[config.mk]
export PLATFORM = sky130hd
export DESIGN_NAME = jstk_spi_responder
export DESIGN_NICKNAME = d
export VERILOG_FILES = /design/src/rtl/jstk_spi_responder.sv
export SDC_FILE = /design/constraint.sdc
export NUM_CORES = 1
export LEC_CHECK = 0
export BUFFER_PORTS_ARGS = -buffer_cell sky130_fd_sc_hd__buf_2
export CORE_UTILIZATION = 61
export DETAILED_ROUTE_END_ITERATION = 12
export PLACE_DENSITY = 0.83
export RECOVER_POWER = 100
export SLEW_MARGIN = 40
export SYNTH_ARGS = -nofsm -noshare
export SYNTH_HDL_FRONTEND = slang
export SYNTH_SLANG_ARGS = --single-unit
[constraint.sdc]
create_clock -name clk -period 5.1 [get_ports clk]
set_clock_uncertainty 0.2 [all_clocks]
set_input_delay 0.51 -clock clk [delete_from_list [all_inputs] [get_ports clk]]
set_output_delay 0.51 -clock clk [all_outputs]
set_load 0.01 [all_outputs]
[src/rtl/jstk_spi_responder.sv]
// PmodJSTK-compatible SPI responder: returns X/Y/button data in 5-byte frames and decodes LEDs.
// Optional JSTK_CMD_CHECK_EN: accept only commands whose upper six bits are 6'b100000.
module jstk_spi_responder #(
    parameter int unsigned SYNC_STAGES = 2,
    parameter logic        IDLE_MISO   = 1'b0
) (
    input  logic       clk,
    input  logic       rst,
    input  logic       ss_n,
    input  logic       sclk,
    input  logic       mosi,
    output logic       miso,
    input  logic [9:0] x_pos,
    input  logic [9:0] y_pos,
    input  logic [2:0] btn,
    output logic [1:0] led,
    output logic       busy,
    output logic       frame_done,
    output logic       frame_err
);

    typedef enum logic [0:0] {StIdle, StShift} state_e;

    localparam logic [5:0] FrameBits = 6'd40;

    logic [SYNC_STAGES-1:0] ss_sync_q, ss_sync_d;
    logic [SYNC_STAGES-1:0] sclk_sync_q, sclk_sync_d;
    logic [SYNC_STAGES-1:0] mosi_sync_q, mosi_sync_d;
    logic                   ss_hist_q, ss_hist_d;
    logic                   sclk_hist_q, sclk_hist_d;

    state_e      state_q, state_d;
    logic        armed_q, armed_d;
    logic [5:0]  bit_cnt_q, bit_cnt_d;
    logic [38:0] tx_q, tx_d;
    logic [6:0]  rx_q, rx_d;
    logic [7:0]  cmd_q, cmd_d;
    logic [1:0]  led_q, led_d;
    logic        miso_q, miso_d;
    logic        overrun_q, overrun_d;
    logic        done_q, done_d;
    logic        err_q, err_d;

    logic ss_s, sclk_s, mosi_s;
    logic ss_fall, ss_rise, sclk_rise, sclk_fall;
    logic cmd_valid;

    always_comb begin
        ss_sync_d   = {ss_sync_q[SYNC_STAGES-2:0], ss_n};
        sclk_sync_d = {sclk_sync_q[SYNC_STAGES-2:0], sclk};
        mosi_sync_d = {mosi_sync_q[SYNC_STAGES-2:0], mosi};
        ss_s        = ss_sync_q[SYNC_STAGES-1];
        sclk_s      = sclk_sync_q[SYNC_STAGES-1];
        mosi_s      = mosi_sync_q[SYNC_STAGES-1];
        ss_hist_d   = ss_s;
        sclk_hist_d = sclk_s;
        ss_fall     = ss_hist_q & ~ss_s;
        ss_rise     = ~ss_hist_q & ss_s;
        sclk_rise   = ~sclk_hist_q & sclk_s;
        sclk_fall   = sclk_hist_q & ~sclk_s;
    end

`ifdef JSTK_CMD_CHECK_EN
    assign cmd_valid = (cmd_q[7:2] == 6'b100000);
`else
    logic unused_cmd_upper;
    assign unused_cmd_upper = ^cmd_q[7:2];
    assign cmd_valid        = 1'b1;
`endif

    always_comb begin
        state_d   = state_q;
        armed_d   = armed_q;
        bit_cnt_d = bit_cnt_q;
        tx_d      = tx_q;
        rx_d      = rx_q;
        cmd_d     = cmd_q;
        led_d     = led_q;
        miso_d    = miso_q;
        overrun_d = overrun_q;
        done_d    = 1'b0;
        err_d     = 1'b0;
        case (state_q)
            StIdle: begin
                miso_d = IDLE_MISO;
                if (ss_s) armed_d = 1'b1;
                if (ss_fall && armed_q) begin
                    // Bit 39 (x[7]) goes straight to miso; the rest waits in the shifter.
                    tx_d      = {x_pos[6:0], 6'b0, x_pos[9:8], y_pos[7:0], 6'b0, y_pos[9:8],
                                 5'b0, btn};
                    miso_d    = x_pos[7];
                    bit_cnt_d = '0;
                    rx_d      = '0;
                    overrun_d = 1'b0;
                    state_d   = StShift;
                end
            end
            StShift: begin
                // An ss_n rise takes priority over any coincident SCLK edge.
                if (ss_rise) begin
                    state_d = StIdle;
                    miso_d  = IDLE_MISO;
                    if (bit_cnt_q == FrameBits && !overrun_q) begin
                        done_d = 1'b1;
                        if (cmd_valid) led_d = cmd_q[1:0];
                    end else begin
                        err_d = 1'b1;
                    end
                end else if (sclk_rise) begin
                    if (bit_cnt_q == FrameBits) begin
                        overrun_d = 1'b1;
                    end else begin
                        rx_d      = {rx_q[5:0], mosi_s};
                        bit_cnt_d = bit_cnt_q + 6'd1;
                        if (bit_cnt_q == 6'd7) cmd_d = {rx_q, mosi_s};
                    end
                end else if (sclk_fall) begin
                    if (bit_cnt_q < FrameBits) begin
                        tx_d   = {tx_q[37:0], 1'b0};
                        miso_d = tx_q[38];
                    end else begin
                        miso_d = IDLE_MISO;
                    end
                end
            end
            default: state_d = StIdle;
        endcase
    end

    always_ff @(posedge clk) begin
        if (rst) begin
            ss_sync_q   <= '0;
            sclk_sync_q <= '0;
            mosi_sync_q <= '0;
            ss_hist_q   <= 1'b0;
            sclk_hist_q <= 1'b0;
            state_q     <= StIdle;
            armed_q     <= 1'b0;
            bit_cnt_q   <= '0;
            tx_q        <= '0;
            rx_q        <= '0;
            cmd_q       <= '0;
            led_q       <= '0;
            miso_q      <= IDLE_MISO;
            overrun_q   <= 1'b0;
            done_q      <= 1'b0;
            err_q       <= 1'b0;
        end else begin
            ss_sync_q   <= ss_sync_d;
            sclk_sync_q <= sclk_sync_d;
            mosi_sync_q <= mosi_sync_d;
            ss_hist_q   <= ss_hist_d;
            sclk_hist_q <= sclk_hist_d;
            state_q     <= state_d;
            armed_q     <= armed_d;
            bit_cnt_q   <= bit_cnt_d;
            tx_q        <= tx_d;
            rx_q        <= rx_d;
            cmd_q       <= cmd_d;
            led_q       <= led_d;
            miso_q      <= miso_d;
            overrun_q   <= overrun_d;
            done_q      <= done_d;
            err_q       <= err_d;
        end
    end

    assign miso       = miso_q;
    assign led        = led_q;
    assign busy       = (state_q == StShift);
    assign frame_done = done_q;
    assign frame_err  = err_q;

endmodule

==> metrics.txt, run 1 <==
status finished with violations; failing checks max-capacitance violations, max-slew violations; switching power 0.000200 W; slowest stage delay, CP 1060 ps; post-synthesis sequential area ratio 0.481; I/O Buffers 33; Clk pwr share 0.442; worst skew pair latency 340 ps; Syn Std Cell Area 2670 um^2; synthesized area per cell 9.66 um^2; Critical Path RT 5060 ps; Reg power frac 0.522; Max Buffers Root-to-Sink 2; Critical Path Source busy; DRT Wirelength 5.16 mm; Yosys reg bits 64; Initial Util 0.652; Max-cap violations 1; RR Startpoint busy; Syn-to-layout area delta 11.5%; DRC viols 0; fill count 308; net switching fraction of the power 0.205; gr usage total 0.248; final hold vios 0; die extent in y 68.1 um; Cell variety after synth 38; first-pass GRT wire length 8.31 mm; WL met3 256 um; Yosys warning count 0; startpoint types flop; WL met2 2.16 mm; DRT Pass-1 Iters 4; Post-Syn Instances 276; io pins 34; Setup Viol. Count Final 0; max layer used met4; LEAKAGE 1.00 nW; Arrival @ worst endpoint 3470 ps; grt ovf 0; via count 2,111; initial antenna violation count 0; Final ANT Viol Nets 0; WS Path Type reg -> reg; final net count 330; ant diodes 0; largest net degree at the start of global routing 46; critical path cell sequence buf_4, nand4_1, nand2_1, o21ai_0; CTS tree yes; detailed router's first-iteration violation count 118; Final min period 3510 ps; HP Class in -> reg; die footprint 4640 um^2; H-tree Lvls 3; maximum vdd drop 0.228 mV; drt wl/cell 14.5 um; hold buffers post-CTS 0; Metal-1 WL 2.64 mm; vias per cell 5.95; CP max FO 35; Worst Tran Pin Value 1750 ps; postcts setup bufs 0; PwrDens 327 nW/um^2; relative slew slack -0.169; Fmax achieved 0.285 GHz; pins over their slew limit 46; CTS root buffer clkbuf_8; post-cts resize count 0; Slowest cell on crit path nand2_1; Tcrit/Tclk final 0.687; FP Rows 23; Reg clk slew, reported paths 60 ps; CTS Sinks 64; Num CTS Buffers 9; Logic pwr share 0.036; RSZ-0062 raised after global routing no; Pint 0.000773 W; vias in the first global route 1,763; Die Width 68.1 um; post-layout util 0.727; hpwl dp 3.19 mm; most common cell after layout, fill and taps aside dfxtp_1; total core area 4090 um^2; worst hold start mosi; critical path capture point type flop; synthesized net count 306; Final Wtd Congestion 0.752; Setup TNS 0 ps; layout cells sized above 1 0.151; most frequent cells in the layout dfxtp_1 (64), buf_2 (27), nor3_1 (26)
[metrics by stage]
step	cells	instance area (um^2)	power, W	hold slack [ps]	worst slack [ps]
2_1_floorplan	276	2670	0.000539	214	3400
5_1_grt	355	2970	0.00101	186	1220
6_report	355	2970	0.000972	181	1590
3_5_place_dp	339	2790	0.000553	224	2270
4_1_cts	355	2990	0.000984	165	2240
3_3_place_gp	339	2790	0.000553	222	1950
[power by group through the flow]
stage	registers (W)	clock network, W	logic (W)
after CTS	0.000507	0.000442	0.0000354
after detailed placement	0.000518	0	0.0000351
final	0.000507	0.000430	0.0000352
after global placement	0.000518	0	0.0000350
after floorplan	0.000517	0	0.0000220
after global routing	0.000507	0.000465	0.0000388
[cell families (layout without fill, tap and decap cells)]
logic type / after synthesis / after routing / synth area share
and+or+nand+nor: 99 / 99 / 0.214
DFF: 64 / 64 / 0.481
AOI/OAI and AO/OA: 58 / 58 / 0.149
buffers and inverters: 28 / 57 / 0.0526
muxes: 25 / 25 / 0.0939
adders and majority gates: 2 / 2 / 0.00939
[sequential cells by signal, indices dropped and copies added, names as in the netlist]
register / flops
frame_err: 1
frame_done: 1
led: 2
armed_q: 1
busy: 1
mosi_sync_q: 2
miso: 1
ss_hist_q: 1
sclk_hist_q: 1
overrun_q: 1
cmd_q: 2
ss_sync_q: 2
tx_q: 39
bit_cnt_q: 6
rx_q: 1
sclk_sync_q: 2
[critical path, delay by kind of cell (launching register included)]
family | cells | cell delay, ps
buf+inv | 1 | 410
flops | 1 | 860
simple gates | 2 | 1620
compound gates | 1 | 230
[routing by layer]
layer,global-route usage,vias up
li1,-,1048
met5,0,-
met1,0.343,989
met4,0.148,0
met2,0.344,65
met3,0.0617,9
[cells in the mapped netlist]
library cell  count  area share
a211oi_1         22       0.062
nand3b_1          6       0.017
nor2_1            8       0.011
nand4_2           1      0.0047
inv_1             6      0.0085
clkbuf_1          8       0.011
buf_1             1      0.0014
o22ai_1           8       0.019
buf_6             1      0.0042
ha_1              2      0.0094
o211ai_1          1      0.0028
a31oi_4           1      0.0080
a311oi_1          1      0.0033
dfxtp_1          64        0.48
a31oi_1           1      0.0023
nand2_1           8       0.011
or3_1             1      0.0023
nand4b_1          1      0.0033
nor2b_1          11       0.026
nor4_2            1      0.0047
o21ai_1           1      0.0019
o32ai_1           3      0.0099
or2_2             1      0.0023
mux2i_1          25       0.094
nand4_1           2      0.0047
and4bb_1          1      0.0047
or4_1             2      0.0056
and4_1            1      0.0033
nand2b_1         18       0.042
and2_1            1      0.0023
o21ai_0           6       0.011
buf_4             5       0.014
and3_1            2      0.0047
nand3_1           8       0.015
buf_2             7       0.013
o2bb2ai_1         2      0.0066
nor3_1           26       0.049
a21oi_1          12       0.023
[area by class of cell]
class	count	area, um^2	share of cell area
multi-input cells	184	1240	0.416
inverters	6	22.5	0.00758
well taps	50	62.6	0.0211
flip-flops and latches	64	1280	0.431
repair buffers	35	169	0.0568
clock inverters	3	40.0	0.0135
clock buffers	13	159	0.0535
[worst paths after layout]
kind | end | slack, ps | cells past startpoint
worst max-delay path | tx_q[3] | 1590 | 4
worst max register to register | tx_q[3] | 1590 | 4
worst min register to register | ss_sync_q[1] | 240 | 1
worst min-delay path | mosi_sync_q[0] | 180 | 2
(Power assumes the default switching activity.)
==> run 2: changes to the inputs <==
--- a/config.mk
+++ b/config.mk
@@ -6,9 +6,9 @@
 export NUM_CORES = 1
 export LEC_CHECK = 0
 export BUFFER_PORTS_ARGS = -buffer_cell sky130_fd_sc_hd__buf_2
-export CORE_UTILIZATION = 61
+export CORE_UTILIZATION = 57
 export DETAILED_ROUTE_END_ITERATION = 12
-export PLACE_DENSITY = 0.83
+export PLACE_DENSITY = 0.79
 export RECOVER_POWER = 100
 export SLEW_MARGIN = 40
 export SYNTH_ARGS = -nofsm -noshare
==> constraint.sdc (replaced) <==
create_clock -name clk -period 3.3 [get_ports clk]
set_clock_uncertainty 0.2 [all_clocks]
set_input_delay 0.33 -clock clk [delete_from_list [all_inputs] [get_ports clk]]
set_output_delay 0.33 -clock clk [all_outputs]
set_load 0.01 [all_outputs]
==> run 2 against run 1 <==
Net effect:
- the flow still finishes with violations (max-capacitance violations, max-slew violations)
- worst setup slack got worse by 1000 ps
- first-iteration DRC count rose by 67%
- critical path depth rose by 1
- fmax rose by 28%
- utilization fell by 4.0 points
- sequential cell count did not move
- clock power rose by 77%
- clock-buffer cell count fell by 4
- sequential power rose by 54%
- sequential share of layout area fell by 0.85 points
- highest routed layer unchanged
- final cell count rose by 2.0%
==> metrics.txt, run 2 (same netlist as run 1, synthesis figures left out) <==
final hold vios 0 (unchanged); hold buffers post-CTS 3 (was 0); CTS tree yes (unchanged); postcts setup bufs 0 (unchanged); largest register by flop count tx_q (unchanged); Fmax achieved 0.366 GHz (was 0.285 GHz); Reg clk slew, reported paths 70 ps (was 60 ps); RSZ-0062 raised after global routing no (unchanged); Worst path top cell family by delay simple AND/OR/NAND/NOR gates (unchanged); reg-to-reg setup timing slack 560 ps (was 1590 ps); DRT Wirelength 5.27 mm (was 5.16 mm); CP max FO 35 (unchanged); gr usage total 0.224 (was 0.248); DRT Pass-1 Iters 4 (unchanged); worst skew pair latency 340 ps (about the same); initial antenna violation count 0 (unchanged); Arrival @ worst endpoint 2650 ps (was 3470 ps); die footprint 4950 um^2 (was 4640 um^2); startpoint types flop (unchanged); max reg flops 39 (unchanged); die extent in y 70.4 um (was 68.1 um); status finished with violations (unchanged); post-cts resize count 0 (unchanged); CP Depth 5 (was 4); final net count 335 (was 330); total core area 4410 um^2 (was 4090 um^2); slowest stage delay, CP 640 ps (was 1060 ps); Setup Viol. Count Final 0 (unchanged); RR Startpoint busy (unchanged); PwrDens 527 nW/um^2 (was 327 nW/um^2); detailed router's first-iteration violation count 197 (was 118); Critical Path RT 3210 ps (was 5060 ps); layout cells sized above 1 0.161 (was 0.151); Worst R2R Path Depth 5 (was 4); Max Buffers Root-to-Sink 2 (unchanged); first-pass GRT wire length 8.66 mm (was 8.31 mm); Num CTS Buffers 9 (unchanged); most frequent cells in the layout dfxtp_1 (63), buf_2 (27), nor3_1 (26) (was dfxtp_1 (64), buf_2 (27), nor3_1 (26)); Metal-1 WL 2.64 mm (about the same); worst hold start x_pos[7] (was mosi); Tcrit/Tclk final 0.829 (was 0.687); Die Width 70.4 um (was 68.1 um); maximum vdd drop 0.377 mV (was 0.228 mV); grt ovf 0 (unchanged); max layer used met4 (unchanged); CP bufs+invs 2 (was 1); largest net degree at the start of global routing 58 (was 46); DRC viols 0 (unchanged); FP Rows 24 (was 23); LEAKAGE 1.04 nW (was 1.00 nW); hpwl dp 3.31 mm (was 3.19 mm); WS Path Type reg -> reg (unchanged); hold endpoint miso (was mosi_sync_q[0]); Final Wtd Congestion 0.805 (was 0.752); critical path capture point type flop (unchanged); Worst Tran Pin Value 2150 ps (was 1750 ps); Setup TNS 0 ps (unchanged); HP Class in -> reg (unchanged); via count 2,062 (was 2,111); Max-cap violations 1 (unchanged); I/O Buffers 33 (unchanged); WL met2 2.34 mm (was 2.16 mm); Initial Util 0.604 (was 0.652); placed insts 343 (was 339); Final ANT Viol Nets 0 (unchanged); H-tree Lvls 3 (unchanged); CTS Sinks 64 (unchanged); vias per cell 5.70 (was 5.95); Most Frequent Cell on Critical Path buf_4; vias in the first global route 1,793 (was 1,763); fin cells 362 (was 355); failing checks max-capacitance violations, max-slew violations (unchanged); most common cell after layout, fill and taps aside dfxtp_1 (unchanged); io pins 34 (unchanged); largest registers tx_q: 39 flops, bit_cnt_q: 6 flops (unchanged); ant diodes 0 (unchanged); CTS root buffer clkbuf_8 (unchanged); WL met3 233 um (was 256 um); reg2reg end tx_q[16] (was tx_q[3]); drt wl/cell 14.6 um (was 14.5 um); Syn-to-layout area delta 13.8% (was 11.5%); relative slew slack -0.434 (was -0.169); critical path cell sequence buf_4, nand4_1, nand2_1, buf_4, a211oi_1 (was buf_4, nand4_1, nand2_1, o21ai_0); pins over their slew limit 58 (was 46); Slowest cell on crit path dfxtp_2 (was nand2_1); hold path cells 3 (was 2); Final min period 2740 ps (was 3510 ps)
-- run 2: cell count changes in the layout (fill, tap and decap cells not counted), sizes merged --
| cell | previous run | this run |
|---|---|---|
| buf | 28 | 30 |
| inv | 6 | 8 |
| clkinvlp | 0 | 1 |
| dlygate4sd3 | 0 | 3 |
| clkbuf | 20 | 16 |
| bufinv | 1 | 2 |
-- run 2: power breakdown --
group	total [W]	internal [W]	switching (W)
combinational	0.0000571	0.0000292	0.0000279
clock	0.000760	0.000433	0.000328
sequential	0.000783	0.000779	0.00000409
-- run 2: layout make-up --
type	instances	area (um^2)
clock inverters	7	103
inverters	6	22.5
well taps	52	65.1
clock buffers	9	124
repair buffers	40	214
flip-flops and latches	64	1280
fillers	357	1380
multi-input cells	184	1220
-- run 2: per-layer routing --
layer  up-vias  global-route usage
li1       1062                   -
met1       948               0.327
met2        46               0.306
met3         6              0.0765
met4         0              0.0756
met5         -                   0
-- run 2: worst max-delay path by stage --
stage / endpoint / startpoint
2_1_floorplan: bit_cnt_q[5] / busy
3_3_place_gp: tx_q[21] / busy
3_5_place_dp: tx_q[6] / busy
4_1_cts: tx_q[16] / busy
5_1_grt: tx_q[16] / busy
6_report: tx_q[16] / busy
-- run 2: worst register-to-register path, cell delays in order (launching register included) --
cell and delay (ps):
dfxtp_2 640, buf_4 360, nand4_1 580, nand2_1 230, buf_4 360, a211oi_1 130
-- run 2: through the flow --
stage | hold slack (ps) | setup WS [ps] | utilization | total power [W] | instance area [um^2]
after detailed placement | 223 | 865 | 0.637 | 0.000856 | 2810
after CTS | 54.3 | 860 | 0.695 | 0.00161 | 3070
after floorplan | 214 | 1600 | - | 0.000833 | 2670
after global placement | 216 | 913 | 0.636 | 0.000855 | 2810
final | 67.9 | 565 | 0.687 | 0.00160 | 3030
after global routing | 71.3 | 378 | 0.687 | 0.00165 | 3030
